===== config.mk =====
export PLATFORM = sky130hd
export DESIGN_NAME = column_stream_packer_flat
export DESIGN_NICKNAME = d
export VERILOG_FILES = /design/src/rtl/column_stream_packer_pkg.sv /design/src/rtl/column_stream_packer_if.sv /design/src/rtl/column_stream_packer_out_reg.sv /design/src/rtl/column_stream_packer.sv /design/src/flat_wrapper.sv
export SDC_FILE = /design/constraint.sdc
export NUM_CORES = 1
export LEC_CHECK = 0
export CAP_MARGIN = 15
export CORE_ASPECT_RATIO = 0.7
export CORE_MARGIN = 4
export CORE_UTILIZATION = 55
export CTS_CLUSTER_SIZE = 24
export DETAILED_ROUTE_END_ITERATION = 10
export PLACE_DENSITY = 0.89
export SLEW_MARGIN = 20
export SYNTH_ARGS = -nofsm -noshare
export SYNTH_HDL_FRONTEND = slang
export SYNTH_SLANG_ARGS = --single-unit

===== constraint.sdc =====
create_clock -name clk -period 5.15 [get_ports clk]
set_clock_uncertainty 0.2 [all_clocks]
set_input_delay 1.03 -clock clk [delete_from_list [all_inputs] [get_ports clk]]
set_output_delay 1.03 -clock clk [all_outputs]
set_load 0.05 [all_outputs]

===== src/rtl/column_stream_packer_pkg.sv =====
// rtl/column_stream_packer_pkg.sv - shared types and helpers for the column stream packer
// Holds the column-width resolver, the fill-count type and the output-register state enum.
package column_packer_pkg;

  typedef logic [15:0] fill_cnt_t;

  typedef enum logic [0:0] {
    EMPTY = 1'b0,
    FULL  = 1'b1
  } out_state_e;

  function automatic int resolve_w(input int bit_width, input int out_bit_width);
    return (out_bit_width == -1) ? bit_width : out_bit_width;
  endfunction

endpackage


===== src/rtl/column_stream_packer_if.sv =====
// rtl/column_stream_packer_if.sv - element-in / word-out handshake bundle for the packer
// The flush signal exists only when PACKER_FLUSH_EN is defined.
interface column_stream_packer_if #(
  parameter int BIT_WIDTH     = 4,
  parameter int OUT_BIT_WIDTH = -1,
  parameter int COLS          = 8
);
  localparam int W  = column_packer_pkg::resolve_w(BIT_WIDTH, OUT_BIT_WIDTH);
  localparam int CW = $clog2(COLS + 1);

  logic                  in_valid;
  logic                  in_ready;
  logic [BIT_WIDTH-1:0]  in_data;
  logic                  out_valid;
  logic                  out_ready;
  logic [COLS*W-1:0]     out_data;
  logic [CW-1:0]         out_len;
`ifdef PACKER_FLUSH_EN
  logic                  flush;
`endif

  modport slave (
    input  in_valid, in_data, out_ready,
`ifdef PACKER_FLUSH_EN
    input  flush,
`endif
    output in_ready, out_valid, out_data, out_len
  );

  modport master (
    output in_valid, in_data, out_ready,
`ifdef PACKER_FLUSH_EN
    output flush,
`endif
    input  in_ready, out_valid, out_data, out_len
  );

endinterface


===== src/rtl/column_stream_packer_out_reg.sv =====
// rtl/column_stream_packer_out_reg.sv - one-entry output register with EMPTY/FULL control
// A load while FULL is only taken together with the downstream accept, replacing the word bubble-free.
module packer_out_reg
  import column_packer_pkg::*;
#(
  parameter int DATA_W = 32,
  parameter int LEN_W  = 4
) (
  input  logic              clk,
  input  logic              rst_n,
  input  logic              load,
  input  logic [DATA_W-1:0] load_data,
  input  logic [LEN_W-1:0]  load_len,
  input  logic              out_ready,
  output logic              out_valid,
  output logic [DATA_W-1:0] out_data,
  output logic [LEN_W-1:0]  out_len
);

  localparam logic [0:0] ST_EMPTY = EMPTY;
  localparam logic [0:0] ST_FULL  = FULL;

  logic [0:0] state;
  logic [0:0] state_nx;
  logic       accept;
  logic       take;

  assign out_valid = (state == ST_FULL);
  assign accept    = out_valid && out_ready;
  assign take      = load && (!out_valid || out_ready);

  always_comb begin
    state_nx = state;
    case (state)
      ST_EMPTY: if (take) state_nx = ST_FULL;
      ST_FULL:  if (accept && !take) state_nx = ST_EMPTY;
      default:  state_nx = ST_EMPTY;
    endcase
  end

  always_ff @(posedge clk or negedge rst_n) begin
    if (!rst_n) begin
      state    <= ST_EMPTY;
      out_data <= '0;
      out_len  <= '0;
    end else begin
      state <= state_nx;
      if (take) begin
        out_data <= load_data;
        out_len  <= load_len;
      end
    end
  end

endmodule


===== src/rtl/column_stream_packer.sv =====
// rtl/column_stream_packer.sv - gathers COLS elements into one flat word, column 0 in the LSBs
// Optional partial-word flush is enabled by defining PACKER_FLUSH_EN.
module column_stream_packer
  import column_packer_pkg::*;
#(
  parameter int BIT_WIDTH     = 4,
  parameter int OUT_BIT_WIDTH = -1,
  parameter int COLS          = 8
) (
  input  logic                   clk,
  input  logic                   rst_n,
  column_stream_packer_if.slave  bus
);

  localparam int        W    = resolve_w(BIT_WIDTH, OUT_BIT_WIDTH);
  localparam int        CW   = $clog2(COLS + 1);
  localparam fill_cnt_t LAST = fill_cnt_t'(COLS - 1);

  logic                       run;
  fill_cnt_t                  cnt;
  logic [W-1:0]               slot [COLS];
  logic [W-1:0]               in_ext;
  logic [COLS-1:0][W-1:0]     word;
  logic                       stall_last;
  logic                       flush_hold;
  logic                       flush_take;
  logic                       in_beat;
  logic                       last_beat;
  logic                       load;
  logic [CW-1:0]              load_len;

  assign in_ext = W'(bus.in_data);

  // Last slot is refused while a finished word is still waiting downstream.
  assign stall_last = (cnt == LAST) && bus.out_valid && !bus.out_ready;

`ifdef PACKER_FLUSH_EN
  assign flush_hold = bus.flush && (cnt != '0);
  assign flush_take = flush_hold && (!bus.out_valid || bus.out_ready);
  assign load_len   = last_beat ? CW'(COLS) : CW'(cnt);
`else
  assign flush_hold = 1'b0;
  assign flush_take = 1'b0;
  assign load_len   = CW'(COLS);
`endif

  assign bus.in_ready = run && !stall_last && !flush_hold;
  assign in_beat      = bus.in_valid && bus.in_ready;
  assign last_beat    = in_beat && (cnt == LAST);
  assign load         = last_beat || flush_take;

  always_ff @(posedge clk or negedge rst_n) begin
    if (!rst_n) begin
      run <= 1'b0;
      cnt <= '0;
    end else begin
      run <= 1'b1;
      if (load)
        cnt <= '0;
      else if (in_beat)
        cnt <= cnt + 1'b1;
    end
  end

  always_ff @(posedge clk or negedge rst_n) begin
    if (!rst_n) begin
      for (int i = 0; i < COLS; i++)
        slot[i] <= '0;
    end else begin
      for (int i = 0; i < COLS; i++)
        if (in_beat && (cnt == fill_cnt_t'(i)))
          slot[i] <= in_ext;
    end
  end

  // Slots at or above cnt are stale, so they read as zero; the completing element bypasses its slot.
  for (genvar i = 0; i < COLS; i++) begin : g_col
    localparam fill_cnt_t IDX = fill_cnt_t'(i);
    assign word[i] = (IDX < cnt)                 ? slot[i] :
                     ((IDX == cnt) && in_beat)   ? in_ext  : '0;
  end

  packer_out_reg #(
    .DATA_W (COLS * W),
    .LEN_W  (CW)
  ) u_out_reg (
    .clk       (clk),
    .rst_n     (rst_n),
    .load      (load),
    .load_data (word),
    .load_len  (load_len),
    .out_ready (bus.out_ready),
    .out_valid (bus.out_valid),
    .out_data  (bus.out_data),
    .out_len   (bus.out_len)
  );

endmodule


===== src/flat_wrapper.sv =====
// flat-port wrapper written by rule: the top's interface ports become plain ports
module column_stream_packer_flat import column_packer_pkg::*;
#(
  parameter int BIT_WIDTH     = 4,
  parameter int OUT_BIT_WIDTH = -1,
  parameter int COLS          = 8
)
  (clk, rst_n, bus_in_valid, bus_in_data, bus_out_ready, bus_in_ready, bus_out_valid, bus_out_data, bus_out_len);
  column_stream_packer_if #(.BIT_WIDTH(BIT_WIDTH), .OUT_BIT_WIDTH(OUT_BIT_WIDTH), .COLS(COLS)) bus_i ();
  input  logic clk;
  input  logic rst_n;
  input wire logic [$bits(bus_i.in_valid)-1:0] bus_in_valid;
  input wire logic [$bits(bus_i.in_data)-1:0] bus_in_data;
  input wire logic [$bits(bus_i.out_ready)-1:0] bus_out_ready;
  output wire logic [$bits(bus_i.in_ready)-1:0] bus_in_ready;
  output wire logic [$bits(bus_i.out_valid)-1:0] bus_out_valid;
  output wire logic [$bits(bus_i.out_data)-1:0] bus_out_data;
  output wire logic [$bits(bus_i.out_len)-1:0] bus_out_len;
  assign bus_i.in_valid = bus_in_valid;
  assign bus_i.in_data = bus_in_data;
  assign bus_i.out_ready = bus_out_ready;
  assign bus_in_ready = bus_i.in_ready;
  assign bus_out_valid = bus_i.out_valid;
  assign bus_out_data = bus_i.out_data;
  assign bus_out_len = bus_i.out_len;
  column_stream_packer #(.BIT_WIDTH(BIT_WIDTH), .OUT_BIT_WIDTH(OUT_BIT_WIDTH), .COLS(COLS)) u_core (.clk(clk), .rst_n(rst_n), .bus(bus_i));
endmodule

==> results of run 1 <==
-- cells by family after synthesis --
family                     Yosys count  share of synthesized area
AOI/OAI and AO/OA                   39                     0.0823
xor gates and xnor gates            12                     0.0295
adders and majority gates            3                     0.0105
buffers and inverters               24                     0.0362
DFF                                 79                      0.556
muxes                               40                      0.140
other                                2                    0.00211
and+or+nand+nor                     80                      0.143
-- power groups by stage --
stage / clock network [µW] / registers, µW / logic (µW)
5_1_grt: 473 / 1010 / 1090
3_5_place_dp: 0 / 985 / 1040
4_1_cts: 446 / 977 / 1040
6_report: 433 / 978 / 1030
2_1_floorplan: 0 / 1310 / 383
3_3_place_gp: 0 / 973 / 1010
-- worst register-to-register path: cells and delay by family, from the launching register on --
kind	cells	cell delay (ns)
and+or+nand+nor	3	1.66
DFF	1	0.74
AOI/OAI and AO/OA	1	0.19
-- area by class of cell --
class	count	area, µm²	area share
Sequential cell	79	1980	0.476
Multi-Input combinational cell	178	1470	0.353
Clock inverter	3	43.8	0.0105
Tap cell	78	97.6	0.0235
Timing Repair Buffer	42	418	0.101
Inverter	4	15.0	0.00361
Clock buffer	13	139	0.0334
-- routing by layer --
metal,up-vias,share of wire
met5,-,0
met4,0,0.0072
met3,6,0.059
met2,77,0.45
met1,1203,0.48
li1,1083,-
-- metrics by stage --
| stage | power [µW] | hold WS [ns] | setup slack (ns) | std cells |
|---|---|---|---|---|
| 2_1_floorplan | 1700 | 0.256 | 1.64 | 281 |
| 3_3_place_gp | 1980 | 0.248 | 1.14 | 381 |
| 3_5_place_dp | 2020 | 0.252 | 1.09 | 381 |
| 4_1_cts | 2460 | 0.274 | 1.08 | 397 |
| 5_1_grt | 2570 | 0.309 | 0.976 | 397 |
| 6_report | 2440 | 0.273 | 1.09 | 397 |
-- registers in the layout, summed over array words and instances, names as in the netlist --
register and count:
u_core.u_out_reg.out_valid 1, u_core.cnt 16, u_core.slot 28, u_core.u_out_reg.out_data 32, u_core.u_out_reg.out_len 1, u_core.run 1
-- layout by cell type, fill, tap and decap left out, drive strengths merged, types with 8 or more instances in the layout --
master and count:
xnor2 9, nand2 15, nor4 9, a31oi 9, nor2 8, a21oi 10, clkbuf 13, mux2 40
clkdlybuf4s50 41, nand4 15, dfrtp 79, nand3 12
-- worst paths after layout --
| check | startpoint | endpoint | slack, ns | cells after the start |
|---|---|---|---|---|
| worst max-delay path | bus_out_ready | bus_in_ready | 1.09 | 4 |
| worst min-delay path | u_core.u_out_reg.out_len[3] | u_core.u_out_reg.out_len[3] | 0.27 | 1 |
| worst max register to register | u_core.cnt[2] | u_core.u_out_reg.out_data[25] | 2.19 | 4 |
| worst min register to register | u_core.u_out_reg.out_len[3] | u_core.u_out_reg.out_len[3] | 0.27 | 1 |
| max in group asynchronous | rst_n | u_core.u_out_reg.out_data[20] | 3.50 | 1 |
| min in group asynchronous | rst_n | u_core.u_out_reg.out_data[16] | 0.61 | 1 |
==> results_dict.tcl, run 1 <==
set metrics [dict create \
    p_comb_frac 0.422 \
    ys_warn_count 0 \
    postRouteAntennaNets 0 \
    switching_share 0.400 \
    end_kind "primary output" \
    vias 2369 \
    cts.path.max_buffers 2 \
    p_int_uw 1470 \
    crit_top_cell "clkdlybuf4s50_1" \
    synth_edf_count 0 \
    clkPwrFrac 0.177 \
    num_rows 24 \
    setup-violations-final 0 \
    synth_top_area_share 0.556 \
    met1_usage 0.268 \
    critPathKind "input port to primary output" \
    hold_violations 0 \
    yosysMostFrequentCell "dfrtp_1" \
    power.leakage_uw 0.00187 \
    finalWeightedCongestion 0.894 \
    fin_crit_ns 4.06 \
    nets 325 \
    netSwitchingPower_uw 977 \
    ios 46 \
    drt_iter0_markers 192 \
    tightest_slew_ns 0.946 \
    clk_latency_ns 0.35 \
    area_delta_synth_final_pct 16.8 \
    start_util 0.570 \
    ir_drop_mv 0.361 \
    root_buffer "clkbuf_8" \
    ys_seq_area_frac 0.556 \
    power.density_nw_per_um2 588 \
    post_cts_resized 0 \
    cp_top_family "buffers and inverters" \
    met2_usage 0.312 \
    grt_max_degree 80 \
    grt_pass1_vias 2408 \
    yosysUniqueCellTypes 46 \
    fp.coreArea_um2 6250 \
    fillCellCount 470 \
    status "complete, no violations" \
    start_kind "input port" \
    worstHoldPathType "flip-flop to flip-flop" \
    max_freq_mhz 246 \
    top_usage_layer "met2" \
    wirelength_mm 7.25 \
    vias_per_cell 5.97 \
    io_buffers 42 \
    path_clk_slew_ns 0.07 \
    fin_crit_sh 0.789 \
    final_area_um2 4160 \
    grt_use_total 0.200 \
    layout-drive-gt1-share 0.210 \
    synthArstFlopShare 1.00 \
    critPathArrivalTime_ns 2.83 \
    syn_area_per_cell_um2 12.8 \
    drc 0 \
    place_area_um2 3970 \
    synth_top_cell_by_area "dfrtp_1" \
    holdBufCountCts 0 \
    synth_cells 279 \
    synthTopCellsByArea "dfrtp_1, mux2_2, mux2_4" \
    diodes 0 \
    post_drt_wl_per_cell_um 18.3 \
    cts_inserted_buffers 9 \
    path_buf_inv 2 \
    htree_levels 3 \
    met3_usage 0.0745 \
    synthTopCellsByCount "dfrtp_1, mux2_2, nand2_1, nand4_1, mux2_4" \
    crit_path_max_incr_delay_ns 0.74 \
    grt_pass1_wl_mm 12.0 \
    maxCapViolCount 0 \
    postCtsSetupBuffers 0 \
    ys_seq_elements 79 \
    synth_flop_cell "dfrtp_1" \
    pwr-share-seq 0.400 \
    die_x_um 104 \
    cts_sinks 79 \
    cp_slowest_cell "clkdlybuf4s50_1" \
    drt_pass1_iterations 4 \
    worstPathRequired_ns 3.92 \
    rsz0062_at_grt "false" \
    worstPathCellList "clkdlybuf4s50_1 -> nor2b_1 -> a21boi_0 -> clkdlybuf4s50_1" \
    synthesis.area_um2 3560 \
    die_height_um 75.3 \
    antenna_found_initial 0 \
    grt-ovfl-total 0 \
    path_max_fanout 5 \
    die_area_um2 7840 \
    cts_tree "built" \
    hpwl_mm 4.99 \
    drv_slew 0 \
    relSlewSlack 0.361 \
    fin_util 0.665 \
    tns_ns 0 \
]
(Power assumes the default switching activity.)
==> run 2: changes to the inputs <==
clock period = 4.1 ns   (was 5.15 ns; I/O delays follow)
==> run 2 against run 1 <==
Effect of this change: global-route usage about the same; critical path depth increased by 1; register-to-register slack got worse by 0.98 ns; final cell count increased by 0.76%; wire length decreased by 1.9%; non-clock buffer count increased by 3; combinational power increased by 25%; setup slack got worse by 0.78 ns; via count increased by 1.1%; first-iteration DRC count increased by 34%; power increased by 26%; worst hold slack got worse by 0.0057 ns; critical endpoint unchanged.
==> results_dict.tcl, run 2 (same netlist as run 1, synthesis figures left out) <==
set metrics [dict create \
    status "complete, no violations" \
    r2r-start "u_core.cnt[3]" \
    hold_violations 0 \
    max_freq_mhz 264 \
    dp.cells 384 \
    rsz0062_at_grt "false" \
    endpoint "bus_in_ready" \
    largest_reg_flops 32 \
    start_util 0.570 \
    start_kind "flip-flop" \
    tightest_slew_ns 0.964 \
    fillCellCount 472 \
    drt_iter0_markers 257 \
    mostFrequentLayoutCell "dfrtp_1" \
    htree_levels 3 \
    die_height_um 75.3 \
    worstPathRequired_ns 3.08 \
    area_delta_synth_final_pct 17.5 \
    worstHoldPathType "flip-flop to flip-flop" \
    cts_inserted_buffers 9 \
    path_max_fanout 6 \
    fin_crit_ns 3.79 \
    grt_pass1_wl_mm 12.2 \
    vias 2394 \
    setup-violations-final 0 \
    power.leakage_uw 0.00188 \
    postRouteAntennaNets 0 \
    root_buffer "clkbuf_8" \
    largestRegisters "u_core.u_out_reg.out_data: 32 flops, u_core.slot: 28 flops, u_core.cnt: 16 flops" \
    cts.path.max_buffers 2 \
    path_clk_slew_ns 0.08 \
    tns_ns 0 \
    vias_per_cell 5.99 \
    finalWeightedCongestion 0.905 \
    wirelength_mm 7.12 \
    relSlewSlack 0.357 \
    regArea_um2 1980 \
    end_kind "primary output" \
    fin_crit_sh 0.925 \
    hold-path-cell-count 1 \
    io_buffers 42 \
    critPathLaunch "u_core.cnt[12]" \
    grt-ovfl-total 0 \
    cts_tree "built" \
    p_total_uw 3070 \
    layout-drive-gt1-share 0.220 \
    die_area_um2 7840 \
    post_cts_resized 0 \
    final_cells 400 \
    hpwl_mm 4.96 \
    antenna_found_initial 0 \
    grt_max_degree 80 \
    drc 0 \
    critPathKind "flip-flop to primary output" \
    ios 46 \
    timing.rr.end "u_core.u_out_reg.out_data[16]" \
    nets 328 \
    critPathArrivalTime_ns 2.77 \
    num_rows 24 \
    fp.coreArea_um2 6250 \
    holdBufCountCts 0 \
    postCtsSetupBuffers 0 \
    drt_pass1_iterations 4 \
    final_cell_mix "dfrtp_1, clkdlybuf4s50_1, mux2_2" \
    ir_drop_mv 0.454 \
    rr_worst_depth 4 \
    regMostFlops "u_core.u_out_reg.out_data" \
    cts_sinks 79 \
    clk_latency_ns 0.35 \
    crit_path_max_incr_delay_ns 0.74 \
    multiInputGateArea_um2 1460 \
    drv_slew 0 \
    post_drt_wl_per_cell_um 17.8 \
    grt_use_total 0.200 \
    diodes 0 \
    grt_pass1_vias 2436 \
    maxCapViolCount 0 \
    reg2reg_slack_ns 1.21 \
    cp_slowest_cell "clkdlybuf4s50_1" \
    worstPathCellList "nor4_1 -> nand4_1 -> nor2_1 -> a21boi_0 -> clkdlybuf4s50_1" \
    power.density_nw_per_um2 736 \
    die_x_um 104 \
]
==> run 2: changes by cell type in the layout (fill, tap and decap cells not counted) <==
| cell | delta |
|---|---|
| buf_4 | +3 |
| clkbuf_1 | -2 |
| clkinvlp_4 | +2 |
| nor4b_1 | +1 |
| nor4b_2 | -1 |
==> run 2: report_power, final <==
part           switching, µW  internal, µW
Clock                    278           282
Combinational            777           515
Sequential               178          1050
Total                   1230          1840
==> run 2: worst min-delay path by stage <==
| stage | slack [ns] | endpoint | startpoint |
|---|---|---|---|
| floorplan | 0.26 | u_core.u_out_reg.out_data[20] | u_core.slot[8] |
| global placement | 0.25 | u_core.u_out_reg.out_len[3] | u_core.u_out_reg.out_len[3] |
| detailed placement | 0.26 | u_core.u_out_reg.out_len[3] | u_core.u_out_reg.out_len[3] |
| CTS | 0.28 | u_core.u_out_reg.out_len[3] | u_core.u_out_reg.out_len[3] |
| global route | 0.31 | u_core.slot[15] | u_core.slot[15] |
| finish | 0.27 | u_core.u_out_reg.out_len[3] | u_core.u_out_reg.out_len[3] |
==> run 2: through the flow <==
| stage | area (µm²) | worst slack [ns] | utilization | hold slack [ns] |
|---|---|---|---|---|
| 2_1_floorplan | 3570 | 1.01 | - | 0.256 |
| 3_3_place_gp | 3990 | 0.502 | 0.639 | 0.248 |
| 3_5_place_dp | 3990 | 0.428 | 0.639 | 0.255 |
| 4_1_cts | 4180 | 0.345 | 0.669 | 0.278 |
| 5_1_grt | 4180 | 0.167 | 0.669 | 0.311 |
| 6_report | 4180 | 0.307 | 0.669 | 0.267 |
==> run 2: area by class of cell <==
class                      count  share of cell area
timing repair buffer          45               0.105
multi-input combinational    178               0.349
sequential                    79               0.473
inverter                       4             0.00359
clock buffer                  11              0.0314
clock inverter                 5              0.0141
tap                           78              0.0233
==> run 2: worst max-delay path, delay by kind of cell (launching register included) <==
family	cells	cell delay, ns
compound gates	1	0.13
simple gates	3	1.11
buf+inv	1	0.74
flops	1	0.44
==> run 2: routing by layer <==
metal  track usage  vias up  part of all wire
met4        0.0560        0             0.011
met1         0.278     1194              0.48
li1              -     1087                 -
met5             0        -                 0
met2         0.299      103              0.44
met3        0.0771       10             0.069
